===== src/rtl/gather_pingpong.sv =====
// Serial-to-parallel channel gather into two ping-pong register banks (fill one, drain the other).
// Optional macro GATHER_LAST_EN adds in_last_i so a vector can be closed before nch_lat words.
module gather_pingpong #(
  parameter  int DW      = 8,
  parameter  int NCH_MAX = 128,
  localparam int CW      = $clog2(NCH_MAX + 1)
) (
  input  logic          clk_tl,
  input  logic          rstn_tl,
  input  logic [CW-1:0] cfg_nch_i,
  input  logic [DW-1:0] in_data_i,
  input  logic          in_valid_i,
  output logic          in_ready_o,
`ifdef GATHER_LAST_EN
  input  logic          in_last_i,
`endif
  output logic [DW-1:0] out_data_o [NCH_MAX],
  output logic [CW-1:0] out_len_o,
  output logic          out_valid_o,
  input  logic          out_ready_i,
  output logic [15:0]   vec_cnt_o
);

  localparam int            IW        = $clog2(NCH_MAX);
  localparam logic [CW-1:0] NCH_MAX_C = CW'(NCH_MAX);

  logic [DW-1:0] r_bank [2][NCH_MAX];
  logic [1:0]    r_full;
  logic [CW-1:0] r_len [2];
  logic          r_wr_bank;
  logic          r_rd_bank;
  logic [IW-1:0] r_cnt;
  logic [CW-1:0] r_nch_lat;
  logic [15:0]   r_vec_cnt;

  logic [CW-1:0] w_nch_clamp;
  logic [CW-1:0] w_nch_eff;
  logic          w_accept;
  logic          w_last;
  logic          w_close;
  logic          w_drain;

`ifdef GATHER_LAST_EN
  assign w_last = in_last_i;
`else
  assign w_last = 1'b0;
`endif

  // Word 0 closes against the freshly clamped config, later words against the latched one.
  assign w_nch_clamp = ((cfg_nch_i == '0) || (cfg_nch_i > NCH_MAX_C)) ? NCH_MAX_C : cfg_nch_i;
  assign w_nch_eff   = (r_cnt == '0) ? w_nch_clamp : r_nch_lat;

  assign in_ready_o = ~r_full[r_wr_bank];
  assign w_accept   = in_valid_i & in_ready_o;
  assign w_close    = w_accept & ((CW'(r_cnt) == (w_nch_eff - CW'(1))) | w_last);
  assign w_drain    = r_full[r_rd_bank] & out_ready_i;

  always_ff @(posedge clk_tl or negedge rstn_tl) begin
    if (!rstn_tl) begin
      for (int b = 0; b < 2; b++) begin
        for (int c = 0; c < NCH_MAX; c++) begin
          r_bank[b][c] <= '0;
        end
      end
    end else if (w_accept) begin
      r_bank[r_wr_bank][r_cnt] <= in_data_i;
    end
  end

  always_ff @(posedge clk_tl or negedge rstn_tl) begin
    if (!rstn_tl) begin
      r_full    <= '0;
      r_len[0]  <= '0;
      r_len[1]  <= '0;
      r_wr_bank <= 1'b0;
      r_rd_bank <= 1'b0;
      r_cnt     <= '0;
      r_nch_lat <= NCH_MAX_C;
      r_vec_cnt <= '0;
    end else begin
      if (w_accept) begin
        if (r_cnt == '0) begin
          r_nch_lat <= w_nch_clamp;
        end
        if (w_close) begin
          r_cnt     <= '0;
          r_wr_bank <= ~r_wr_bank;
        end else begin
          r_cnt <= r_cnt + IW'(1);
        end
      end
      if (w_close) begin
        r_len[r_wr_bank] <= CW'(r_cnt) + CW'(1);
      end
      if (w_drain) begin
        r_rd_bank <= ~r_rd_bank;
        r_vec_cnt <= r_vec_cnt + 16'd1;
      end
      // A bank closing and the other draining in one cycle never touch the same full bit.
      for (int b = 0; b < 2; b++) begin
        if (w_close && (r_wr_bank == 1'(b))) begin
          r_full[b] <= 1'b1;
        end else if (w_drain && (r_rd_bank == 1'(b))) begin
          r_full[b] <= 1'b0;
        end
      end
    end
  end

  assign out_valid_o = r_full[r_rd_bank];
  assign out_len_o   = r_len[r_rd_bank];
  assign vec_cnt_o   = r_vec_cnt;

  // Channels at or beyond len are forced to zero so a shorter vector never shows stale data.
  for (genvar gi = 0; gi < NCH_MAX; gi++) begin : g_out
    assign out_data_o[gi] = (CW'(gi) < r_len[r_rd_bank]) ? r_bank[r_rd_bank][gi] : '0;
  end

endmodule

===== config.mk =====
export PLATFORM = sky130hd
export DESIGN_NAME = gather_pingpong
export DESIGN_NICKNAME = d
export VERILOG_FILES = /design/src/rtl/gather_pingpong.sv
export SDC_FILE = /design/constraint.sdc
export NUM_CORES = 2
export LEC_CHECK = 0
export CAP_MARGIN = 20
export CORE_MARGIN = 3
export CORE_UTILIZATION = 30
export DETAILED_ROUTE_END_ITERATION = 6
export GPL_TIMING_DRIVEN = 0
export PLACE_DENSITY = 0.5
export SLEW_MARGIN = 30
export SYNTH_ARGS = -nofsm -noshare
export SYNTH_HDL_FRONTEND = slang
export SYNTH_SLANG_ARGS = --single-unit
export TNS_END_PERCENT = 1

===== constraint.sdc =====
create_clock -name clk_tl -period 4 [get_ports clk_tl]
set_input_delay 0.6 -clock clk_tl [delete_from_list [all_inputs] [get_ports clk_tl]]
set_output_delay 0.6 -clock clk_tl [all_outputs]
set_load 0.02 [all_outputs]

==> impl_metrics.env <==
export IMPL_yosysTopAreaCell="dfrtp_1"
export IMPL_die_y_um=569
export IMPL_synth_most_common_cell="dfrtp_1"
export IMPL_cts_tree="built"
export IMPL_place_hpwl_um=329000
export IMPL_status="finished, violations left"
export IMPL_power_mw=66.0
export IMPL_syn_nets=7384
export IMPL_synth_cells=7360
export IMPL_synth_xor_area_share_pct=0.248
export IMPL_crit_buf_inv=6
export IMPL_worstSetupPathType="reg -> out"
export IMPL_synth_edf_count=0
export IMPL_crit_slowest_cell="clkdlybuf4s50_1"
export IMPL_gp_congestion=0.849
export IMPL_portBuffers=1061
export IMPL_setup_ws_ps=-311
export IMPL_yosysWarnings=0
export IMPL_rows=206
export IMPL_rsz0062_at_grt="yes"
export IMPL_final_area_um2=129000
export IMPL_clock_sinks=2099
export IMPL_slew_viol_final=0
export IMPL_cp_max_fo=10
export IMPL_ys_ff_latch=2099
export IMPL_die_w_um=569
export IMPL_hold_path_class="in -> reg"
export IMPL_insertion_delay_ps=920
export IMPL_async_reset_ff_share_pct=100
export IMPL_seqPwrFrac_pct=35.3
export IMPL_grt_usage_pct=26.6
export IMPL_max_stage_delay_ps=560
export IMPL_fin_nets=8978
export IMPL_numCtsBuffers=234
export IMPL_viasPerCell=5.17
export IMPL_grt_busiest_layer="met2"
export IMPL_ys_top_cells_by_area="dfrtp_1 (55%), mux2_2 (24%), mux2i_1 (11%)"
export IMPL_grt_pass1_vias=69800
export IMPL_hold_violations=0
export IMPL_synth_top_area_share_pct=55.2
export IMPL_ys_seq_area_share_pct=55.2
export IMPL_dr_first_iter_drc_count=5544
export IMPL_drcViolationCount=0
export IMPL_synth_fa_ha_area_share_pct=0.0526
export IMPL_cp_required_ps=3400
export IMPL_worst_pin_slew_ps=1080
export IMPL_cts_path_max_buffers=4
export IMPL_p_int_mw=43.4
export IMPL_crit_family="buffers and inverters"
export IMPL_worstSetupEndpointType="primary output"
export IMPL_min_period_ps=4310
export IMPL_synth_area_mux_share_pct=35.3
export IMPL_dr_pass1_iters=5
export IMPL_p_per_area_nw_per_um2=511
export IMPL_fmax_ghz=0.232
export IMPL_switching_share_pct=34.3
export IMPL_ys_flop_type="dfrtp_1"
export IMPL_met3_usage_pct=3.56
export IMPL_slew_headroom_pct=27.9
export IMPL_critical_path_startpoint_type="flip-flop"
export IMPL_violations="negative setup slack"
export IMPL_p_leak_nw=68.6
export IMPL_ant_nets=0
export IMPL_drt_total_wl_um=446000
export IMPL_path_cells="clkbuf_16 > clkbuf_16 > o31ai_4 > buf_12 > buf_4 > nand2_4 > clkbuf_16 > nor2_4 > nor2_1 > clkdlybuf4s50_1"
export IMPL_timing_final_crit_share_pct=108
export IMPL_use_met1_pct=37.1
export IMPL_grt_pass1_wl_um=600000
export IMPL_ys_types=67
export IMPL_avgSynthCellArea_um2=12.9
export IMPL_wl_per_cell_um=33.4
export IMPL_htreeDepth=4
export IMPL_whs_ps=101
export IMPL_root_buffer="clkbuf_16"
export IMPL_die_area_um2=324000
export IMPL_ios=1070
export IMPL_antenna_found_initial=89
export IMPL_vdd_ir_drop_max_mv=0.529
export IMPL_drive_above_1_share_pct=40.5
export IMPL_power_frac_clock_pct=34.2
export IMPL_grt_max_degree=137
export IMPL_max_cap_violations=0
export IMPL_synthSimpleGateAreaFrac_pct=6.36
export IMPL_areaGrowthSynthToFinish_pct=35.7
export IMPL_skew_ps=54.8
export IMPL_core_area_um2=315000
export IMPL_combPwrFrac_pct=30.5
export IMPL_synth_top_family_by_area="multiplexers"
export IMPL_gr_total_overflow=0
export IMPL_utilization_pct=40.9
export IMPL_final_setup_viol_count=757
export IMPL_arrival_ps=3710
export IMPL_synth_compound_area_share_pct=1.06
export IMPL_placed_cell_area_um2=113000
export IMPL_path_clk_slew_ps=60
export IMPL_path_common_cell="clkbuf_16"
export IMPL_initial_utilization_pct=30.2
export IMPL_netlist_area_um2=95200
export IMPL_routed_via_count=69000
export IMPL_power_switching_mw=22.6
export IMPL_synthTopCellsByCount="dfrtp_1 (2098), mux2_2 (2053), nor2_1 (1176)"
export IMPL_grt_met2_usage_pct=42.2
state kept, by name, summed over array words and instances (netlist names):
signal	cells
r_rd_bank	1
r_wr_bank	1
r_nch_lat	8
r_len	16
r_bank	2048
vec_cnt_o	16
r_cnt	7
r_full	2
per-stage QoR:
stage                     setup TNS, ps  cells  setup slack (ps)
after floorplan                       0   7360              1.71
after global placement                -  12600            -93590
after detailed placement       -1618170  12700             -2250
after CTS                       -586780  13200              -683
after global routing            -183070  13300              -374
final                            -82940  13300              -311
power by group through the flow:
stage	registers [mW]	clock network [mW]	logic, mW
after CTS	23.3	23.1	18.8
after global placement	23.7	0	16.0
after global routing	23.4	23.9	21.0
after floorplan	23.4	0	8.96
after detailed placement	23.6	0	16.9
final	23.3	22.6	20.1
area by class of cell:
class	instances	area, um2
Antenna cell	37	92.6
Buffer	412	2800
Clock buffer	331	6780
Clock inverter	94	1210
Fill cell	29800	186000
Inverter	11	87.6
Multi-Input combinational cell	4831	44500
Sequential cell	2099	52500
Tap cell	4160	5200
Timing Repair Buffer	1365	15900
cell families (layout without fill, tap and decap cells):
| kind of cell | after synthesis | in the layout |
|---|---|---|
| adders and majority gates | 4 | 4 |
| muxes | 3097 | 3097 |
| AOI/OAI and AO/OA | 170 | 170 |
| DFF | 2099 | 2099 |
| other | 0 | 37 |
| and+or+nand+nor | 1533 | 1533 |
| xor gates and xnor gates | 27 | 27 |
| buffers and inverters | 430 | 2213 |
metal layers:
metal  wire, um  part of all wire [%]
met3      26100                   5.9
met2     205000                    46
met1     198000                    44
met4      16900                   3.8
met5         55                 0.012
worst reg2reg max path: stages, from the launching register on:
cell,delay [ps]
dfrtp_1,400
buf_8,150
clkinv_8,60
ha_4,120
or4b_4,460
buf_8,140
nor2_4,140
and3_4,200
a21oi_2,40
ha_2,190
buf_8,130
nand2b_4,140
and3_4,180
a31oi_1,150
o2111ai_1,170
or4_4,570
or3b_4,420
buf_8,160
mux2_4,300
final timing paths:
kind                                          start                  endpoint  slack (ps)  cells after the start
min in group asynchronous                   rstn_tl  r_bank[1149]$_DFFE_PN0P_         250                      2
max reg2reg                    r_cnt[0]$_DFFE_PN0P_      r_len[6]$_DFFE_PN0P_        -270                     18
max in group asynchronous                   rstn_tl   r_bank[617]$_DFFE_PN0P_         350                      8
max                           r_rd_bank$_DFFE_PN0P_           out_data_o[947]        -310                     10
min                                    in_data_i[1]   r_bank[849]$_DFFE_PN0P_         100                      2
min reg2reg                r_nch_lat[7]$_DFFE_PN1P_  r_nch_lat[7]$_DFFE_PN1P_         490                      2
placed cells by master (no fill, tap or decap), types with 20 or more instances in the layout:
cell             netlist  layout
buf_4                  0     192
o21ai_4                0      63
clkbuf_1             363     248
clkbuf_2               1     122
mux2i_2                0      25
clkinv_2               0      48
dfrtp_1             2098    2096
clkbuf_16              0     246
clkdlybuf4s50_1        0     146
clkbuf_4               0      48
nand2_1              245     220
dlygate4sd2_1          0     131
nor2_2                 1     251
buf_16                 0      46
diode_2                0      37
clkbuf_8               0      68
bufinv_16              0      20
buf_6                  2      62
nor2_1              1176     772
nor2_4                 0     154
buf_12                 0      89
mux2_2              2053    2051
dlymetal6s2s_1         0     646
a21oi_4                0      28
mux2i_1             1028    1000
nand3_1               24      22
timing repair:
item	in CTS	in global routing
hold endpoints to repair	156	0
hold buffers	4	0
resized for setup	1311	1172
setup buffers	72	128
pin swaps	55	74
gates cloned	2	5
setup endpoints to repair	1504	1881
Note: power is estimated with default switching activity, not from simulation.
